`config.mk`:
```
export PLATFORM = sky130hd
export DESIGN_NAME = launch_sequencer
export DESIGN_NICKNAME = d
export VERILOG_FILES = /design/src/rtl/launch_sequencer_pkg.sv /design/src/rtl/launch_sequencer_phase_timer.sv /design/src/rtl/launch_sequencer.sv
export SDC_FILE = /design/constraint.sdc
export NUM_CORES = 1
export LEC_CHECK = 0
export BUFFER_PORTS_ARGS = -buffer_cell sky130_fd_sc_hd__buf_4
export CAP_MARGIN = 30
export CELL_PAD_IN_SITES_DETAIL_PLACEMENT = 1
export CELL_PAD_IN_SITES_GLOBAL_PLACEMENT = 1
export CORE_AREA = 2 2 82 84
export DETAILED_ROUTE_END_ITERATION = 6
export DIE_AREA = 0 0 84 86
export GPL_ROUTABILITY_DRIVEN = 1
export PLACE_DENSITY = 0.86
export SLEW_MARGIN = 25
export SYNTH_ARGS = -nofsm -noshare
export SYNTH_HDL_FRONTEND = slang
export SYNTH_SLANG_ARGS = --single-unit
```
`constraint.sdc`:
```
create_clock -name clk -period 6.05 [get_ports clk]
set_input_delay 1.21 -clock clk [delete_from_list [all_inputs] [get_ports clk]]
set_output_delay 1.21 -clock clk [all_outputs]
set_load 0.03 [all_outputs]
```
`src/rtl/launch_sequencer_pkg.sv`:
```
// Shared state codes, default servo positions and the aim-angle clamp used by
// the main launch path and the maintenance path.
package launch_sequencer_pkg;

  typedef enum logic [2:0] {
    IDLE    = 3'd0,
    AIM     = 3'd1,
    FIRE    = 3'd2,
    RETRACT = 3'd3,
    DONE    = 3'd4
  } state_t;

  localparam logic [7:0] HOME_ANGLE = 8'd90;
  localparam logic [7:0] FIRE_POS   = 8'd200;
  localparam logic [7:0] REST_POS   = 8'd0;

  function automatic logic [7:0] clamp_angle(input logic [7:0] angle,
                                             input logic [7:0] max_angle);
    return (angle > max_angle) ? max_angle : angle;
  endfunction

endpackage

```
`src/rtl/launch_sequencer_phase_timer.sv`:
```
// Loadable down-counter; expire is high during the last cycle of a loaded period.
// Latency: a load of N gives expire in the Nth cycle after the load edge; no backpressure.
module launch_sequencer_phase_timer #(
  parameter int CNT_W = 27
) (
  input  logic             clk,
  input  logic             rst,
  input  logic             load,
  input  logic [CNT_W-1:0] load_val,
  output logic             expire
);

  localparam logic [CNT_W-1:0] ONE = {{(CNT_W-1){1'b0}}, 1'b1};

  logic [CNT_W-1:0] count;

  always_ff @(posedge clk) begin
    if (rst) begin
      count <= '0;
    end else if (load) begin
      count <= load_val;
    end else if (count != '0) begin
      count <= count - ONE;
    end
  end

  // Parked at zero once a period ends, so expire cannot re-fire until the next load.
  assign expire = (count == ONE);

endmodule

```
`src/rtl/launch_sequencer.sv`:
```
// Sequences turntable aim, launcher fire and retract for one command at a time.
// Latency: AIM+FIRE+RETRACT cycles from accept to the done pulse; cmd_ready low while busy, no queueing.
module launch_sequencer #(
  parameter int         AIM_CYCLES     = 50000000,
  parameter int         FIRE_CYCLES    = 25000000,
  parameter int         RETRACT_CYCLES = 25000000,
  parameter int         MAX_ANGLE      = 180,
  parameter logic [7:0] HOME_ANGLE     = launch_sequencer_pkg::HOME_ANGLE,
  parameter logic [7:0] FIRE_POS       = launch_sequencer_pkg::FIRE_POS,
  parameter logic [7:0] REST_POS       = launch_sequencer_pkg::REST_POS,
  parameter int         CNT_W          = 27
) (
  input  logic       clk,
  input  logic       rst,
  input  logic       cmd_valid,
  input  logic [7:0] cmd_angle,
  output logic       cmd_ready,
  input  logic       abort,
  output logic       turntable_en,
  output logic [7:0] turntable_pos,
  output logic       launcher_en,
  output logic [7:0] launcher_pos,
  output logic       busy,
  output logic       done,
  output logic       aborted,
  output logic [7:0] launch_count
);

  import launch_sequencer_pkg::*;

  localparam logic [CNT_W-1:0] AIM_LD     = CNT_W'(AIM_CYCLES);
  localparam logic [CNT_W-1:0] FIRE_LD    = CNT_W'(FIRE_CYCLES);
  localparam logic [CNT_W-1:0] RETRACT_LD = CNT_W'(RETRACT_CYCLES);
  localparam logic [7:0]       MAX_A      = 8'(MAX_ANGLE);

  state_t           state, state_nx;
  logic             tmr_load;
  logic [CNT_W-1:0] tmr_val;
  logic             tmr_expire;
  logic             abort_retract, abort_retract_nx;
  logic             turntable_en_nx, launcher_en_nx, done_nx, aborted_nx;
  logic [7:0]       turntable_pos_nx, launcher_pos_nx, launch_count_nx;

  launch_sequencer_phase_timer #(.CNT_W(CNT_W)) u_timer (
    .clk      (clk),
    .rst      (rst),
    .load     (tmr_load),
    .load_val (tmr_val),
    .expire   (tmr_expire)
  );

  assign cmd_ready = (state == IDLE) & ~abort;
  assign busy      = (state != IDLE);

  always_ff @(posedge clk) begin
    if (rst) begin
      state         <= IDLE;
      abort_retract <= 1'b0;
      turntable_en  <= 1'b0;
      launcher_en   <= 1'b0;
      turntable_pos <= HOME_ANGLE;
      launcher_pos  <= REST_POS;
      done          <= 1'b0;
      aborted       <= 1'b0;
      launch_count  <= 8'd0;
    end else begin
      state         <= state_nx;
      abort_retract <= abort_retract_nx;
      turntable_en  <= turntable_en_nx;
      launcher_en   <= launcher_en_nx;
      turntable_pos <= turntable_pos_nx;
      launcher_pos  <= launcher_pos_nx;
      done          <= done_nx;
      aborted       <= aborted_nx;
      launch_count  <= launch_count_nx;
    end
  end

  always_comb begin
    state_nx         = state;
    tmr_load         = 1'b0;
    tmr_val          = '0;
    abort_retract_nx = abort_retract;
    aborted_nx       = 1'b0;
    turntable_pos_nx = turntable_pos;

    case (state)
      IDLE: begin
        if (cmd_valid && cmd_ready) begin
          state_nx         = AIM;
          tmr_load         = 1'b1;
          tmr_val          = AIM_LD;
          turntable_pos_nx = clamp_angle(cmd_angle, MAX_A);
          abort_retract_nx = 1'b0;
        end
      end
      AIM: begin
        if (abort) begin
          state_nx   = IDLE;
          aborted_nx = 1'b1;
        end else if (tmr_expire) begin
          state_nx = FIRE;
          tmr_load = 1'b1;
          tmr_val  = FIRE_LD;
        end
      end
      FIRE: begin
        // An abort still retracts the launcher, but remembers to skip DONE.
        if (abort || tmr_expire) begin
          state_nx = RETRACT;
          tmr_load = 1'b1;
          tmr_val  = RETRACT_LD;
        end
        if (abort) begin
          aborted_nx       = 1'b1;
          abort_retract_nx = 1'b1;
        end
      end
      RETRACT: begin
        if (tmr_expire) begin
          state_nx         = abort_retract ? IDLE : DONE;
          abort_retract_nx = 1'b0;
        end
      end
      DONE:    state_nx = IDLE;
      default: state_nx = IDLE;
    endcase

    turntable_en_nx = (state_nx == AIM) || (state_nx == FIRE) || (state_nx == RETRACT);
    launcher_en_nx  = (state_nx == FIRE) || (state_nx == RETRACT);
    launcher_pos_nx = (state_nx == FIRE) ? FIRE_POS : REST_POS;
    done_nx         = (state_nx == DONE);
    launch_count_nx = (state_nx == DONE) ? launch_count + 8'd1 : launch_count;
  end

endmodule

```
==> impl_metrics.ini <==
[floorplan]
core_um2 = 6280
rows = 29
fp.dieW_um = 84
die-area_um2 = 7220
chipHeight_um = 86
pin_count = 42
start_util = 0.449

[yosys]
async_reset_ff_frac = 0
synth_top_area_frac = 0.369
synth_fa_ha_area_frac = 0.0177
synth.avg_cell_area_um2 = 8.73
yosys_warnings = 0
netlist_area_um2 = 2820
synth_compound_area_frac = 0.207
synthXorXnorAreaFrac = 0.0404
synth_simple_gate_area_frac = 0.296
ys_types = 62
ys_seq_area_frac = 0.369
synth_area_leader_cell = dfxtp_1
muxShareOfSynthArea = 0.00754
ys_ff_latch = 52
synthTopCellsByArea = dfxtp_1 (37%), nor2_1 (4.4%), a21oi_1 (3.4%), xnor2_1 (3.1%), nand2_1 (2.3%)
synth_top_family_by_area = simple AND/OR/NAND/NOR gates
synthCells = 323
ys.flop_type = dfxtp_1
synth_edf_count = 0

[sta]
rsz0062_at_grt = no
setup-tns-final_ns = 0
skew_ns = 0.0101
hold_viol = 0
slew_violations = 0
slew-limit-headroom = 0.463
worst_pin_slew_ns = 0.805
fmax_ghz = 0.318
period_share = 0.521
fin_crit_ns = 3.15
setup_violations = 0

[pwr]
ir_worst_vdd_mv = 0.230
leakage_nw = 1.19
powerDensity_nw_per_um2 = 362

[critical_path]
path_class = input port to output port
worstRegToRegCells = 5
end_kind = output port
max_stage_delay_ns = 0.33
cp.depth = 3
path_cells = buf_4, nor4_2, buf_4
rrSetupSlack_ns = 3.33
crit-reg2reg-launch = u_timer.count[16]
worstPathRequired_ns = 4.84
cpMostUsedCell = buf_4
crit_family = buffers and inverters
start_kind = input port
worstPathMaxFanout = 9
crit_buf_inv = 2
r2r-end = u_timer.count[10]
cp.arrival_ns = 1.94
cpMaxStageDelayCell = nor4_2

[route]
first_pass_iters = 4
drt_iter0_markers = 196
vias = 2557
totalWireLength_mm = 7.42
drc = 0
wl_per_cell_um = 17.5
ant_nets = 0
post_drt_via_cell_ratio = 6.04

[clock_network]
cts_hold_buf = 0
cts_root_buffer = clkbuf_8
htreeDepth = 2
clkSlewWorstSetupHoldPaths_ns = 0.10
clock_latency_ns = 0.31
cts_tree = yes
clock-sinks = 52
cts_buffers = 5
cts_setup_buffers = 0
cts_resized = 0
clockBufferDepth = 2

[global_route]
gr-total-overflow = 0
grt_max_degree = 46
grt_use_total = 0.210
antenna_found_initial = 0
grt_pass1_vias = 2559
grt_pass1_wl_mm = 12.6

[finish]
final_nets = 361
multiInputGateArea_um2 = 1620
n_fill_cell = 749
area_delta_synth_final_pct = 12.4
final_cell_mix = dfxtp_1 (52), buf_4 (36), nor2_1 (33), a21oi_1 (19), nand2_1 (17)
diodes = 0
fin_cells = 423
drive_gt1_frac = 0.188
regArea_um2 = 1040
layout_commonest_cell = dfxtp_1

[min_path]
min_to = turntable_pos[7]
holdPathStages = 2
min-delay-start = turntable_pos[7]
hp-class = register to register

[outcome]
status = finished clean

[place]
port_buffers = 36
placed_cells = 415
place_congestion = 0.839
hpwl_mm = 5.30

[job]
maxCapViolCount = 0
-- layout make-up --
cell class	count	area share
clock inverter	2	0.0110
clock buffer	6	0.0229
timing repair buffer	36	0.0852
sequential	52	0.328
tap	77	0.0304
inverter	9	0.0107
multi-input combinational	241	0.511
-- synthesized netlist by cell type, types with 2 or more instances --
cell type,n
and3_1,3
nor4_4,3
ha_1,4
nand3b_1,2
clkbuf_1,9
a31o_2,2
a311oi_1,3
o21ai_0,8
dfxtp_1,52
nor4_2,2
nor3_1,7
o21ai_1,3
nor3b_1,2
buf_4,8
xnor2_1,10
a211oi_1,6
a21oi_1,19
o211ai_1,4
nand4b_1,2
nor3_2,3
xor2_1,3
and4_1,2
nand3_1,7
o21a_1,2
o21bai_1,2
nor2_1,33
and2_1,4
nor2b_1,6
or3_1,8
o31a_1,5
a221o_1,2
nand2b_1,6
nand4_2,2
a31oi_1,10
inv_1,9
or4_1,6
a2111oi_2,3
buf_2,6
nand4_1,7
nor4_1,7
nand2_1,17
o31ai_1,4
-- metal layers --
metal | routed length (um) | part of all wire | GRT usage | vias up
met5 | 0 | 0 | 0 | -
met4 | 113 | 0.015 | 0.0660 | 0
met3 | 253 | 0.034 | 0.0385 | 9
met2 | 3580 | 0.48 | 0.355 | 58
met1 | 3470 | 0.47 | 0.274 | 1261
li1 | - | - | - | 1229
-- sequential cells by signal, indices dropped and copies added (netlist names) --
signal	count
abort_retract	1
aborted	1
done	1
launch_count	8
launcher_en	1
launcher_pos	1
state	3
turntable_en	1
turntable_pos	8
u_timer.count	27
-- worst reg2reg max path: cells and delay by family (launching register included) --
kind	cells	cell delay, ns
compound gates	1	0.37
simple gates	4	1.84
flops	1	0.38
-- power by group --
part           total, mW  switching, mW  internal, mW
Clock              0.236          0.113         0.123
Combinational      0.471          0.309         0.162
Sequential         0.442         0.0540         0.388
-- how the worst max path moves through the flow --
stage / from / end
after CTS: abort / cmd_ready
after global routing: abort / cmd_ready
final: abort / cmd_ready
after detailed placement: abort / cmd_ready
after global placement: abort / cmd_ready
after floorplan: abort / cmd_ready
-- cells by family (layout without fill, tap and decap cells) --
kind of cell,after synthesis,in the layout
mux,2,2
compound gates,81,81
flops,52,52
xor+xnor,13,13
fa+ha+maj,4,4
buf+inv,34,53
other cells,1,5
simple gates,136,136
-- stage by stage --
step / hold slack, ns / setup WS, ns / cell area, um^2 / power [mW] / util
floorplan: 0.466 / 2.81 / 2840 / 0.818 / -
global placement: 0.439 / 2.96 / 3060 / 0.890 / 0.488
detailed placement: 0.455 / 2.96 / 3060 / 0.916 / 0.488
CTS: 0.467 / 2.91 / 3170 / 1.15 / 0.505
global route: 0.505 / 2.83 / 3170 / 1.22 / 0.505
finish: 0.464 / 2.90 / 3170 / 1.15 / 0.505
Power figures use the tool's default switching activity.
